--- src/rtl/frame_pixel_streamer.sv ---
// Raster-order frame-buffer reader feeding a valid/ready RGB444 pixel stream.
// A 2-entry output FIFO absorbs the one-cycle RAM latency; reads are gated so it can never overflow.
module frame_pixel_streamer #(
  parameter int WIDTH  = 320,
  parameter int HEIGHT = 240,
  parameter int DATA_W = 12,
  parameter int ADDR_W = 17
) (
  input  logic              clk,
  input  logic              reset,
  input  logic              start,
  input  logic [2:0]        freq_flag_in,
  output logic              busy,
  output logic              done,
  output logic              mem_rd_en,
  output logic [ADDR_W-1:0] mem_addr,
  input  logic [DATA_W-1:0] mem_rdata,
  output logic              m_valid,
  input  logic              m_ready,
  output logic [DATA_W-1:0] m_data,
  output logic              m_sof,
  output logic              m_eol,
  output logic [2:0]        freq_flag
);

  localparam int XW = $clog2(WIDTH);
  localparam logic [XW-1:0]     X_LAST = XW'(WIDTH - 1);
  localparam logic [ADDR_W-1:0] A_LAST = ADDR_W'(WIDTH * HEIGHT - 1);

  localparam logic [1:0] S_IDLE  = 2'd0;
  localparam logic [1:0] S_FETCH = 2'd1;
  localparam logic [1:0] S_DRAIN = 2'd2;

  logic [1:0]        state;
  logic [ADDR_W-1:0] addr;
  logic [XW-1:0]     x;
  logic              in_flight;
  logic              fl_sof;
  logic              fl_eol;
  logic [DATA_W+1:0] fifo_mem [2];
  logic              wr_ptr;
  logic              rd_ptr;
  logic [1:0]        count;
  logic              issue;
  logic              push;
  logic              pop;

  // Gate uses only registered occupancy, so m_ready never reaches mem_rd_en.
  assign issue     = (state == S_FETCH) && ((count + {1'b0, in_flight}) < 2'd2);
  assign mem_rd_en = issue;
  assign mem_addr  = addr;
  assign push      = in_flight;
  assign m_valid   = (count != 2'd0);
  assign pop       = m_valid && m_ready;
  assign {m_data, m_sof, m_eol} = fifo_mem[rd_ptr];

  always_ff @(posedge clk) begin
    if (reset) begin
      state     <= S_IDLE;
      busy      <= 1'b0;
      done      <= 1'b0;
      freq_flag <= 3'd0;
      addr      <= '0;
      x         <= '0;
      fl_sof    <= 1'b0;
      fl_eol    <= 1'b0;
    end else begin
      done <= 1'b0;
      case (state)
        S_IDLE: begin
          if (start) begin
            state     <= S_FETCH;
            busy      <= 1'b1;
            freq_flag <= freq_flag_in;
            addr      <= '0;
            x         <= '0;
          end
        end
        S_FETCH: begin
          if (issue) begin
            // Tags are fixed at issue time and ride alongside the returning data.
            fl_sof <= (addr == '0);
            fl_eol <= (x == X_LAST);
            x      <= (x == X_LAST) ? '0 : x + 1'b1;
            if (addr == A_LAST) state <= S_DRAIN;
            else addr <= addr + 1'b1;
          end
        end
        S_DRAIN: begin
          if (pop && (count == 2'd1) && !in_flight) begin
            state <= S_IDLE;
            busy  <= 1'b0;
            done  <= 1'b1;
            addr  <= '0;
          end
        end
        default: state <= S_IDLE;
      endcase
    end
  end

  always_ff @(posedge clk) begin
    if (reset) begin
      in_flight   <= 1'b0;
      wr_ptr      <= 1'b0;
      rd_ptr      <= 1'b0;
      count       <= 2'd0;
      fifo_mem[0] <= '0;
      fifo_mem[1] <= '0;
    end else begin
      in_flight <= issue;
      if (push) begin
        fifo_mem[wr_ptr] <= {mem_rdata, fl_sof, fl_eol};
        wr_ptr           <= ~wr_ptr;
      end
      if (pop) rd_ptr <= ~rd_ptr;
      case ({push, pop})
        2'b10:   count <= count + 2'd1;
        2'b01:   count <= count - 2'd1;
        default: count <= count;
      endcase
    end
  end

endmodule

--- config.mk ---
export PLATFORM = sky130hd
export DESIGN_NAME = frame_pixel_streamer
export DESIGN_NICKNAME = d
export VERILOG_FILES = /design/src/rtl/frame_pixel_streamer.sv
export SDC_FILE = /design/constraint.sdc
export NUM_CORES = 1
export LEC_CHECK = 0
export ABC_AREA = 1
export BUFFER_PORTS_ARGS = -buffer_cell sky130_fd_sc_hd__clkbuf_2
export CORE_MARGIN = 10
export CORE_UTILIZATION = 40
export CTS_CLUSTER_DIAMETER = 40
export DETAILED_ROUTE_END_ITERATION = 7
export GPL_ROUTABILITY_DRIVEN = 0
export REMOVE_ABC_BUFFERS = 1
export SYNTH_ARGS = -nofsm -noshare
export SYNTH_HDL_FRONTEND = slang
export SYNTH_SLANG_ARGS = --single-unit
export TNS_END_PERCENT = 30
--- constraint.sdc ---
create_clock -name clk -period 4.39 [get_ports clk]
set_input_delay 0.6585 -clock clk [delete_from_list [all_inputs] [get_ports clk]]
set_output_delay 0.6585 -clock clk [all_outputs]
set_load 0.05 [all_outputs]
==> results.json <==
{
  "p_per_area_nw_per_um2": 523.3,
  "finalClockSkew_ns": 0.009095,
  "route.detailed.vias_per_inst": 4.779,
  "grt_start_max_net_pins": 23,
  "io_buffers": 56,
  "layout-drive-gt1-share_pct": 23.54,
  "worst_pin_slew_ns": 0.6615,
  "critPathMaxFanout": 22,
  "period_needed_ns": 2.763,
  "postCtsHoldBufs": 0,
  "drv_slew": 0,
  "fmax_mhz": 361.9,
  "multi_input_area_um2": 1580,
  "n_fill_cell": 877,
  "cts_buffers": 9,
  "dr.pass1.iters": 4,
  "synth_edf_count": 28,
  "wirelength_mm": 7.963,
  "grt_setup_unrepaired": "false",
  "crit_path_end_kind": "flop",
  "grt_first_pass_wirelength_mm": 13.42,
  "drt-initial-drc-count": 140,
  "maxSlewHeadroom_pct": 55.85,
  "diodes": 0,
  "dr_wl_met2_mm": 3.579,
  "synth_top_family_by_area": "simple AND/OR/NAND/NOR gates",
  "post_dp_cell_area_um2": 3875,
  "cts_tree": "built",
  "fin_setup_tns_ns": 0,
  "synthAdderAreaFrac_pct": 2.117,
  "yosys.area_share.simple_pct": 30.10,
  "synthFlopType": "dfxtp_1",
  "async_flop_share_pct": 0,
  "status": "complete, no violations",
  "holdCritPathClass": "reg -> reg",
  "peakVddDrop_mv": 0.1977,
  "synth_area_leaders": "edfxtp_1 24%, dfxtp_1 23%, nor2_1 9.7%, nand2_1 7.8%, nand3_1 5.6%",
  "muxShareOfSynthArea_pct": 4.446,
  "cts_root_buf": "clkbuf_8",
  "cts_sinks": 69,
  "die_area_um2": 13030,
  "netlist_instances": 437,
  "clock_path_buffers": 2,
  "die_h_um": 114.2,
  "period_share_pct": 62.93,
  "setup_violations": 0,
  "top_layer": "met4",
  "start_util_pct": 40.86,
  "nets": 517,
  "grt_use_total_pct": 12.55,
  "critPathKind": "in -> reg",
  "globalRouteOverflowTotal": 0,
  "synth-seq-cells": 69,
  "syn_area_um2": 3546,
  "core-area_um2": 8678,
  "stdcell_area_um2": 4120,
  "critPathArrivalTime_ns": 2.74,
  "critPathLaunchType": "primary input",
  "utilization_pct": 47.48,
  "antenna_found_initial": 0,
  "ant_nets": 0,
  "met1_length_mm": 3.787,
  "synthXorXnorAreaFrac_pct": 2.223,
  "synth_compound_area_share_pct": 5.681,
  "dr_total_vias": 2891,
  "final_cell_mix": "92 x nor2_1, 74 x nand2_1, 56 x clkbuf_2",
  "cts_setup_buffers": 0,
  "clock_latency_ns": 0.35,
  "cts_htree_levels": 3,
  "yosysTopAreaCell": "edfxtp_1",
  "synth_top_area_share_pct": 23.71,
  "hold_violations": 0,
  "layout_commonest_cell": "nor2_1",
  "wl_per_cell_um": 13.16,
  "seqCellArea_um2": 1662,
  "grt_pass1_vias": 2823,
  "num_rows": 34,
  "dp_hpwl_mm": 5.816,
  "yosys.cell_types.count": 33,
  "io-pin-count": 57,
  "clkSlewWorstSetupHoldPaths_ns": 0.07,
  "area_delta_synth_final_pct": 16.20,
  "maxCapViolations": 0,
  "p_leak_nw": 1.797,
  "crit_required_ns": 4.37,
  "drc": 0,
  "route.met3.wl_um": 506,
  "syn_avg_cell_area_um2": 8.114,
  "seq_area_frac_synth_pct": 46.86,
  "yosysWarnings": 0,
  "dieWidth_um": 114.2,
  "cts_resized": 0
}
cell families after synthesis:
family | after synthesis
XOR/XNOR | 9
multiplexers | 14
buffers and inverters | 69
AO/OA/AOI/OAI | 32
AND/OR/NAND/NOR | 238
flip-flops | 69
adder cells (fa/ha/maj) | 6
Yosys cell counts, drive strengths merged (6+ instances only):
cell type / count
nand4: 6
buf: 8
mux2: 14
ha: 6
inv: 56
xor2: 9
dfxtp: 41
nand2: 82
nand3: 43
edfxtp: 28
a21oi: 20
nor2: 97
o21ai: 12
final cells by class:
cell class / instances / share of cell area, %
tap: 108 / 3.280
clock inverter: 7 / 2.946
clock buffer: 9 / 3.006
multi-input combinational: 299 / 38.35
sequential: 69 / 40.33
inverter: 56 / 5.102
timing repair buffer: 57 / 6.985
power by group:
group / leakage [nW] / switching [mW] / internal, mW
registers: 0.624 / 0.0716 / 0.739
clock network: 0.124 / 0.251 / 0.380
logic: 1.05 / 0.514 / 0.200
total: 1.80 / 0.837 / 1.32
critical path, cell delays in order:
cell	delay [ns]
clkbuf_2	0.31
inv_1	0.61
nand2_1	0.51
nand2_1	0.64
stage by stage:
stage                     hold WS (ns)  setup slack [ns]  cells  total power, mW
after global routing            0.5310             1.408    605            2.287
after floorplan                 0.4611             2.216    424            1.372
final                           0.4869             1.627    605            2.156
after detailed placement        0.4858             1.219    589            1.548
after global placement          0.4713             1.333    589            1.538
after CTS                       0.4983             1.588    605            2.177
registers in the layout (all words and copies together) (netlist names), named ones only:
signal / cells
mem_addr: 17
count: 2
rd_ptr: 1
x: 9
fifo_mem: 28
freq_flag: 3
busy: 1
fl_sof: 1
fl_eol: 1
state: 2
done: 1
in_flight: 1
wr_ptr: 1
routing by layer:
metal / GRT usage (%) / up-vias
li1: - / 1507
met1: 15.64 / 1323
met2: 19.63 / 53
met3: 4.298 / 8
met4: 4.595 / 0
met5: 0 / -
final timing paths:
path | startpoint | end | slack (ns) | cells past startpoint
setup / recovery | reset | fifo_mem[0][4] | 1.63 | 4
hold / removal | busy | busy | 0.49 | 2
setup reg to reg | count[0] | mem_addr[1] | 2.19 | 11
hold reg to reg | busy | busy | 0.49 | 2
(Power assumes the default switching activity.)
